`src/rtl/uart_rx_deframer.sv`:
```
// UART receive deframer: synchronizes uart_rx, majority-votes each bit and presents frames on a ready/req handshake.
// Define UART_RX_BREAK_DET_EN to report all-zero frames as a break_det pulse instead of delivering them.
module uart_rx_deframer #(
    parameter int WIDTH       = 8,
    parameter int SAMPLE_RATE = 16
) (
    input  logic             clk,
    input  logic             rst,
    input  logic [1:0]       cfg_parity,
    input  logic [1:0]       cfg_stop_bits,
    input  logic [15:0]      cfg_clk_div,
    input  logic             uart_rx,
    input  logic             rx_req,
    output logic [WIDTH-1:0] rx_data,
    output logic             rx_ready,
    output logic             parity_err,
    output logic             frame_err,
    output logic             overrun_err,
    output logic             break_det
);

    localparam int SW = $clog2(SAMPLE_RATE);
    localparam int BW = (WIDTH > 1) ? $clog2(WIDTH) : 1;
    localparam logic [SW-1:0] S_V0   = SW'(SAMPLE_RATE / 2 - 1);
    localparam logic [SW-1:0] S_V1   = SW'(SAMPLE_RATE / 2);
    localparam logic [SW-1:0] S_V2   = SW'(SAMPLE_RATE / 2 + 1);
    localparam logic [SW-1:0] S_LAST = SW'(SAMPLE_RATE - 1);
    localparam logic [BW-1:0] B_LAST = BW'(WIDTH - 1);

    typedef enum logic [2:0] {IDLE, START, DATA, PARITY, STOP} state_t;

    state_t           state_q, state_d;
    logic [1:0]       sync_q, sync_d;
    logic [15:0]      tick_cnt_q, tick_cnt_d;
    logic [SW-1:0]    samp_q, samp_d;
    logic [BW-1:0]    bit_cnt_q, bit_cnt_d;
    logic             stop_cnt_q, stop_cnt_d;
    logic [1:0]       vote_q, vote_d;
    logic [WIDTH-1:0] shift_q, shift_d;
    logic             perr_frame_q, perr_frame_d;
    logic             ferr_frame_q, ferr_frame_d;
    logic             done_q, done_d;
    logic [WIDTH-1:0] rx_data_q, rx_data_d;
    logic             rx_ready_q, rx_ready_d;
    logic             parity_err_q, parity_err_d;
    logic             frame_err_q, frame_err_d;
    logic             overrun_q, overrun_d;
`ifdef UART_RX_BREAK_DET_EN
    logic             zero_q, zero_d;
    logic             brk_wait_q, brk_wait_d;
    logic             break_q, break_d;
`endif

    logic [15:0] div_eff;
    logic        rx_s, tick, vote_now, maj, par_en, two_stop, pop;

    assign div_eff  = (cfg_clk_div == 16'd0) ? 16'd1 : cfg_clk_div;
    assign rx_s     = sync_q[1];
    assign tick     = (state_q != IDLE) && (tick_cnt_q >= div_eff - 16'd1);
    assign vote_now = tick && (samp_q == S_V2);
    assign maj      = (vote_q[0] & vote_q[1]) | (vote_q[0] & rx_s) | (vote_q[1] & rx_s);
    assign par_en   = (cfg_parity == 2'd1) || (cfg_parity == 2'd2);
    assign two_stop = cfg_stop_bits >= 2'd2;
    assign pop      = rx_req && rx_ready_q;

    always_comb begin
        state_d      = state_q;
        sync_d       = {sync_q[0], uart_rx};
        tick_cnt_d   = tick_cnt_q;
        samp_d       = samp_q;
        bit_cnt_d    = bit_cnt_q;
        stop_cnt_d   = stop_cnt_q;
        vote_d       = vote_q;
        shift_d      = shift_q;
        perr_frame_d = perr_frame_q;
        ferr_frame_d = ferr_frame_q;
        done_d       = 1'b0;
        rx_data_d    = rx_data_q;
        rx_ready_d   = rx_ready_q;
        parity_err_d = parity_err_q;
        frame_err_d  = frame_err_q;
        overrun_d    = overrun_q;
`ifdef UART_RX_BREAK_DET_EN
        zero_d       = zero_q;
        brk_wait_d   = brk_wait_q;
        break_d      = 1'b0;
`endif

        if (state_q == IDLE) tick_cnt_d = 16'd0;
        else                 tick_cnt_d = tick ? 16'd0 : tick_cnt_q + 16'd1;
        if (tick) samp_d = (samp_q == S_LAST) ? '0 : samp_q + 1'b1;
        if (tick && samp_q == S_V0) vote_d[0] = rx_s;
        if (tick && samp_q == S_V1) vote_d[1] = rx_s;

        case (state_q)
            IDLE: begin
                if (!rx_s) begin
                    state_d      = START;
                    samp_d       = '0;
                    bit_cnt_d    = '0;
                    stop_cnt_d   = 1'b0;
                    perr_frame_d = 1'b0;
                    ferr_frame_d = 1'b0;
`ifdef UART_RX_BREAK_DET_EN
                    zero_d       = 1'b1;
                    brk_wait_d   = 1'b0;
`endif
                end
            end
            START: begin
                if (vote_now && maj)                  state_d = IDLE;
                else if (tick && samp_q == S_LAST)    state_d = DATA;
            end
            DATA: begin
                if (vote_now) shift_d = {maj, shift_q[WIDTH-1:1]};
                if (tick && samp_q == S_LAST) begin
                    if (bit_cnt_q == B_LAST) begin
                        bit_cnt_d = '0;
                        state_d   = par_en ? PARITY : STOP;
                    end else begin
                        bit_cnt_d = bit_cnt_q + 1'b1;
                    end
                end
            end
            PARITY: begin
                if (vote_now) perr_frame_d = ((^shift_q) ^ maj) != (cfg_parity == 2'd1);
                if (tick && samp_q == S_LAST) state_d = STOP;
            end
            STOP: begin
`ifdef UART_RX_BREAK_DET_EN
                if (brk_wait_q) begin
                    if (tick && rx_s) state_d = IDLE;
                end else
`endif
                begin
                    // Leave right after the last stop vote so a back-to-back start edge is not missed.
                    if (vote_now) begin
                        ferr_frame_d = ferr_frame_q | ~maj;
                        if (!two_stop || stop_cnt_q) begin
                            state_d = IDLE;
                            done_d  = 1'b1;
`ifdef UART_RX_BREAK_DET_EN
                            if (zero_q && !maj) begin
                                state_d    = STOP;
                                done_d     = 1'b0;
                                brk_wait_d = 1'b1;
                                break_d    = 1'b1;
                            end
`endif
                        end
                    end else if (tick && samp_q == S_LAST) begin
                        stop_cnt_d = 1'b1;
                    end
                end
            end
            default: state_d = IDLE;
        endcase
`ifdef UART_RX_BREAK_DET_EN
        if (vote_now && maj) zero_d = 1'b0;
`endif

        // A completing frame may replace the held one only if it is being popped this cycle.
        if (done_q) begin
            if (!rx_ready_q || pop) begin
                rx_data_d    = shift_q;
                parity_err_d = perr_frame_q;
                frame_err_d  = ferr_frame_q;
                rx_ready_d   = 1'b1;
                if (pop) overrun_d = 1'b0;
            end else begin
                overrun_d = 1'b1;
            end
        end else if (pop) begin
            rx_ready_d   = 1'b0;
            parity_err_d = 1'b0;
            frame_err_d  = 1'b0;
            overrun_d    = 1'b0;
        end
    end

    always_ff @(posedge clk or posedge rst) begin
        if (rst) begin
            state_q      <= IDLE;
            sync_q       <= 2'b11;
            tick_cnt_q   <= 16'd0;
            samp_q       <= '0;
            bit_cnt_q    <= '0;
            stop_cnt_q   <= 1'b0;
            vote_q       <= 2'b11;
            shift_q      <= '0;
            perr_frame_q <= 1'b0;
            ferr_frame_q <= 1'b0;
            done_q       <= 1'b0;
            rx_data_q    <= '0;
            rx_ready_q   <= 1'b0;
            parity_err_q <= 1'b0;
            frame_err_q  <= 1'b0;
            overrun_q    <= 1'b0;
`ifdef UART_RX_BREAK_DET_EN
            zero_q       <= 1'b0;
            brk_wait_q   <= 1'b0;
            break_q      <= 1'b0;
`endif
        end else begin
            state_q      <= state_d;
            sync_q       <= sync_d;
            tick_cnt_q   <= tick_cnt_d;
            samp_q       <= samp_d;
            bit_cnt_q    <= bit_cnt_d;
            stop_cnt_q   <= stop_cnt_d;
            vote_q       <= vote_d;
            shift_q      <= shift_d;
            perr_frame_q <= perr_frame_d;
            ferr_frame_q <= ferr_frame_d;
            done_q       <= done_d;
            rx_data_q    <= rx_data_d;
            rx_ready_q   <= rx_ready_d;
            parity_err_q <= parity_err_d;
            frame_err_q  <= frame_err_d;
            overrun_q    <= overrun_d;
`ifdef UART_RX_BREAK_DET_EN
            zero_q       <= zero_d;
            brk_wait_q   <= brk_wait_d;
            break_q      <= break_d;
`endif
        end
    end

    assign rx_data     = rx_data_q;
    assign rx_ready    = rx_ready_q;
    assign parity_err  = parity_err_q;
    assign frame_err   = frame_err_q;
    assign overrun_err = overrun_q;
`ifdef UART_RX_BREAK_DET_EN
    assign break_det   = break_q;
`else
    assign break_det   = 1'b0;
`endif

endmodule

```
`config.mk`:
```
export PLATFORM = sky130hd
export DESIGN_NAME = uart_rx_deframer
export DESIGN_NICKNAME = d
export VERILOG_FILES = /design/src/rtl/uart_rx_deframer.sv
export SDC_FILE = /design/constraint.sdc
export NUM_CORES = 1
export LEC_CHECK = 0
export BUFFER_PORTS_ARGS = -buffer_cell sky130_fd_sc_hd__buf_2
export CELL_PAD_IN_SITES_DETAIL_PLACEMENT = 1
export CELL_PAD_IN_SITES_GLOBAL_PLACEMENT = 1
export CORE_MARGIN = 3
export CORE_UTILIZATION = 40
export CTS_CLUSTER_DIAMETER = 60
export DETAILED_ROUTE_END_ITERATION = 10
export PLACE_DENSITY_LB_ADDON = 0.1
export RECOVER_POWER = 50
export SLEW_MARGIN = 20
export SYNTH_ARGS = -nofsm -noshare
export SYNTH_HDL_FRONTEND = slang
export SYNTH_SLANG_ARGS = --single-unit
```
`constraint.sdc`:
```
create_clock -name clk -period 6.4 [get_ports clk]
set_clock_uncertainty 0.05 [all_clocks]
set_input_delay 0.32 -clock clk [delete_from_list [all_inputs] [get_ports clk]]
set_output_delay 0.32 -clock clk [all_outputs]
set_load 0.02 [all_outputs]
```
======== Word level (Yosys, flattened, before mapping) ========
Cells that the tools add are included.
storage, ports and cells
  register bits ........................... 54
  logic and storage cells ................. 124
  input bits .............................. 24
  output and inout port bits .............. 13
operators by class
  bitwise operators ....................... 8
  $lt $le $gt $ge ......................... 2
  reductions and logical operators ........ 28
  eq/ne operators ......................... 23
  muxes and demuxes ....................... 42
  add/subtract/negate cells ............... 4
operators with widths
  kind                     number
  $mux W16                 3
  $mux W3                  12
  $mux W1                  18
  $ne A2 B2 Y1 const B     9
  $add A16 B1 Y16 const B  1
  $ge A16 B16 Y1           1
  $logic_not A16 Y1        1
  $mux W4                  4
  $sub A16 B1 Y16 const B  1
  $pmux W3 S5              1
  $eq A4 B4 Y1 const B     3
  $reduce_and A3 Y1        3
  $reduce_bool A2 Y1       4
  $reduce_xor A8 Y1        1
  $logic_and A1 B1 Y1      7
  $reduce_and A7 Y1        1
  $eq A3 B2 Y1 const B     2
  $eq A3 B3 Y1 const B     2
  $pmux W1 S2              3
  $pmux W3 S2              1
  $reduce_and A2 Y1        3
  $add A4 B1 Y4 const B    1
  $eq A4 B3 Y1 const B     1
  $reduce_and A4 Y1        1
  16 further kinds         23

======== Longest topological paths before layout ========
  depth in word-level cells ............... 9
  mapped depth ............................ 18
  mapped depth without buffers ............ 17

======== Least setup slack after synthesis ========
OpenSTA, ideal clock, no wires.
  kind .................................... input-to-reg
  start point ............................. in cfg_clk_div[8]
  end point ............................... reg shift_q[0]
  slack ................................... 1.712 ns
  arrival time ............................ 4.513 ns
  buffers on the path ..................... 1
  required time ........................... 6.225 ns
  stages on the path ...................... 18
  library setup time ...................... 0.125 ns
  path through ............................ or4_1 > or4_1 > nor2_1 > nor4b_1 > nor2_1 > ha_1 > nand2_1 > nor3_1 > nand2_1 > xor2_1 > ha_1 > nand4_1 > or4_1 > o32a_1 > a21oi_4 > and4_4 > buf_12 > mux2_4
on the way
  word-level cells in the longest chain between the ends .. 7
ends and longest elaborated chain
  what                           line  text
  from (decl)                    11    input logic [15:0] cfg_clk_div,
  $logic_not A16 Y1              57    assign div_eff = (cfg_clk_div == 16'd0) ? 16'd1 : cfg_clk_div;
  $mux W16 *                     57
  $sub A16 B1 Y16 *              59    assign tick = (state_q != IDLE) && (tick_cnt_q >= div_eff - 16'd1);
  $ge A16 B16 Y1 *               59
  $logic_and A1 B1 Y1 *          59
  $logic_and A1 B1 Y1 *          60    assign vote_now = tick && (samp_q == S_V2);
  $reduce_and A2 Y1 (no line) *  -
  to (signal assigned)           212   shift_q <= shift_d;
  to (decl)                      39    logic [WIDTH-1:0] shift_q, shift_d;
Mark *: on every way between the ends. The rest lies on a longest branch, timed or not.
A chain may end at the register's enable or synchronous reset.

======== Final worst setup path ========
  start point ............................. in cfg_clk_div[8]
  end point ............................... reg shift_q[7]
Same word-level chain as after synthesis.

==> flow_summary.yaml <==
status:
  status: "finished, violations left"
  failed_checks: "capacitance limit, slew limit"
clock_tree:
  cts_hold_buf: 0
  htreeDepth: 2
  post_cts_buffers: 0
  cts_root_buf: "clkbuf_8"
  insertion_delay_ns: 0.31
  clk_pin_slew_worst_paths_ns: 0.11
  clkSinkCount: 54
  cts_resized: 0
  cts_buffers: 5
  clock_path_buffers: 2
  cts_tree: "built"
synthesis:
  synth_seq_area_share: 0.417
  ys_warn_count: 0
  synth_edf_count: 0
  syn_area_sq_um: 3260
  synth_ff_type: "dfrtp_1"
  synth_cell_types: 51
  synth.area.top_cells: "dfrtp_1 38%, ha_1 9.2%, xnor2_1 5.1%"
  async_reset_ff_frac: 1.00
  yosysTopAreaCell: "dfrtp_1"
  syn_area_per_cell_sq_um: 10.2
  syn_inst: 318
  synth.most_common_cell: "dfrtp_1"
  synth_top_area_share: 0.384
  syn-num-nets: 366
  synth_common_cells: "50 x dfrtp_1, 39 x nor2_1, 25 x nand2_1"
  ys_ff_latch: 54
layout:
  multiInputGateArea_sq_um: 1800
  antenna_cells: 0
  syn2layout_area_growth_pct: 10.4
  nFillCells: 909
  seq_area_sq_um: 1360
  nets: 400
  drive_gt1_frac: 0.198
  utilization: 0.460
pwr:
  seq_power_share: 0.511
  p_switching_mw: 0.276
  internal_power_mw: 0.520
  ir_drop_uv: 108
  power_density_nw_per_um2: 221
  p_leak_nw: 1.66
  power_frac_comb: 0.240
  clkPwrFrac: 0.249
  sw_frac_of_total: 0.347
die:
  die_area_sq_um: 9260
  core_area_sq_um: 7810
  ios: 37
  row_count: 32
  die_h_um: 96.2
  fp.dieW_um: 96.2
  initial_utilization: 0.417
global_route:
  grt_pass1_vias: 2380
  antenna_found_initial: 0
  grt_pass1_wl_um: 11300
  grt_max_degree: 55
  grt_overflow: 0
  grt.total_usage: 0.153
timing:
  relSlewSlack: -0.909
  totalNegativeSetupSlack_ns: 0
  setup_viol: 0
  final_max_slew_viol_count: 55
  fin_crit_sh: 0.836
  fmaxAchievable_mhz: 187
  worstMarginPinSlew_ns: 2.86
  period_minus_slack_ns: 5.35
  rsz0062_at_grt: "no"
  final_hold_viol_count: 0
route:
  drc: 0
  viasPerCell: 5.26
  wl_per_cell_um: 14.5
  drt-pass1-iter-count: 4
  final_antenna_net_count: 0
  wirelength_um: 6600
  drtIter0Drc: 115
  vias: 2395
min_path:
  hp-class: "primary input to flip-flop"
setup_path:
  cp_max_fo: 13
  crit_type: "primary input to flip-flop"
  cp.required_ns: 6.56
  start_kind: "primary input"
  cp.arrival_ns: 5.51
  worst_setup_path_end_kind: "flip-flop"
placement:
  dp_hpwl_um: 5060
  place_congestion: 0.752
  io_buffers: 34
run:
  cap_violations: 1
==> worst paths after layout <==
check / start / to / slack, ns / cells after the start
max in group asynchronous: rst / rx_data[6]$_DFFE_PP0P_ / 3.65 / 3
setup reg to reg: tick_cnt_q[13]$_DFF_PP0_ / shift_q[7]$_DFFE_PP0P_ / 3.25 / 7
min in group asynchronous: rst / shift_q[2]$_DFFE_PP0P_ / 1.03 / 3
hold / removal: uart_rx / sync_q[0]$_DFF_PP1_ / 0.06 / 1
hold reg to reg: sync_q[0]$_DFF_PP1_ / sync_q[1]$_DFF_PP1_ / 0.31 / 0
setup / recovery: cfg_clk_div[8] / shift_q[7]$_DFFE_PP0P_ / 1.05 / 18
==> per-stage QoR <==
step	total power [mW]	std cells	instance area [sq um]	hold WS (ns)	setup slack, ns
after CTS	0.811	455	3600	0.0451	1.03
after global placement	0.603	447	3500	0.297	0.765
after detailed placement	0.605	447	3500	0.298	0.709
after global routing	0.859	455	3590	0.0431	0.730
final	0.795	455	3590	0.0589	1.05
after floorplan	0.548	318	3260	0.274	1.71
==> worst max-delay path, cell delays in order <==
cell,delay [ns]
buf_2,0.13
or4_1,0.60
or4_1,0.45
nor2_1,0.21
nor4b_1,0.48
nor2_1,0.13
ha_1,0.26
nand2_1,0.14
nor3_1,0.11
nand2_1,0.08
xor2_1,0.06
ha_1,0.29
nand4_1,0.17
or4_1,0.55
o32a_1,0.40
a21oi_4,0.40
and4_4,0.41
mux2_4,0.32
==> flip-flops by register name (all words and copies together) (netlist names), 2 cells and up <==
signal and cells:
tick_cnt_q 16, rx_data 8, shift_q 8, samp_q 4, bit_cnt_q 3, state_q 3
sync_q 2, vote_q 2
==> cells in the final DEF (no fill, tap or decap), types with 2 or more instances in the layout <==
master	Yosys	routed
a211oi_1	3	3
a21oi_1	14	14
a31oi_1	2	2
a32oi_1	2	2
a41oi_1	2	2
and3_1	6	6
buf_2	1	34
clkbuf_8	0	5
dfrtp_1	50	50
dfstp_2	4	4
ha_1	24	24
inv_1	12	12
inv_6	0	2
mux2_2	10	10
mux2_4	9	9
mux2i_1	8	8
nand2_1	25	25
nand2b_1	5	5
nand3_1	8	8
nand4_1	6	6
nor2_1	39	39
nor2b_1	3	3
nor3_1	5	5
nor4_1	3	3
o21a_1	3	3
o21ai_0	7	7
o32ai_1	3	3
or3_1	2	2
or4_1	4	4
xnor2_1	19	19
xor2_1	14	14
==> cell type report <==
type	count	share of cell area
inverters	12	0.0125
flip-flops and latches	54	0.377
clock buffers	5	0.0192
well taps	102	0.0355
multi-input cells	244	0.500
repair buffers	35	0.0484
clock inverters	3	0.00731
==> power groups by stage <==
| stage | sequential [mW] | combinational, mW | clock, mW |
|---|---|---|---|
| after floorplan | 0.392 | 0.156 | 0 |
| after global placement | 0.413 | 0.190 | 0 |
| after detailed placement | 0.413 | 0.193 | 0 |
| after CTS | 0.406 | 0.195 | 0.209 |
| after global routing | 0.412 | 0.222 | 0.224 |
| final | 0.406 | 0.191 | 0.198 |
==> kinds of logic (layout without fill, tap and decap cells) <==
family,Yosys count,after routing,share of synthesized area
other cells,1,1,0.00115
compound gates,43,43,0.0896
buf+inv,20,55,0.0319
fa+ha+maj,25,25,0.0953
flops,54,54,0.417
simple gates,115,115,0.176
xor+xnor,33,33,0.0888
mux,27,27,0.101
==> per-layer routing <==
metal,share of wire,GRT usage,wire [um]
met5,0,0,0
met4,0.0055,0.0261,36
met3,0.029,0.0274,191
met2,0.46,0.234,3010
met1,0.51,0.226,3370
(Power assumes the default switching activity.)
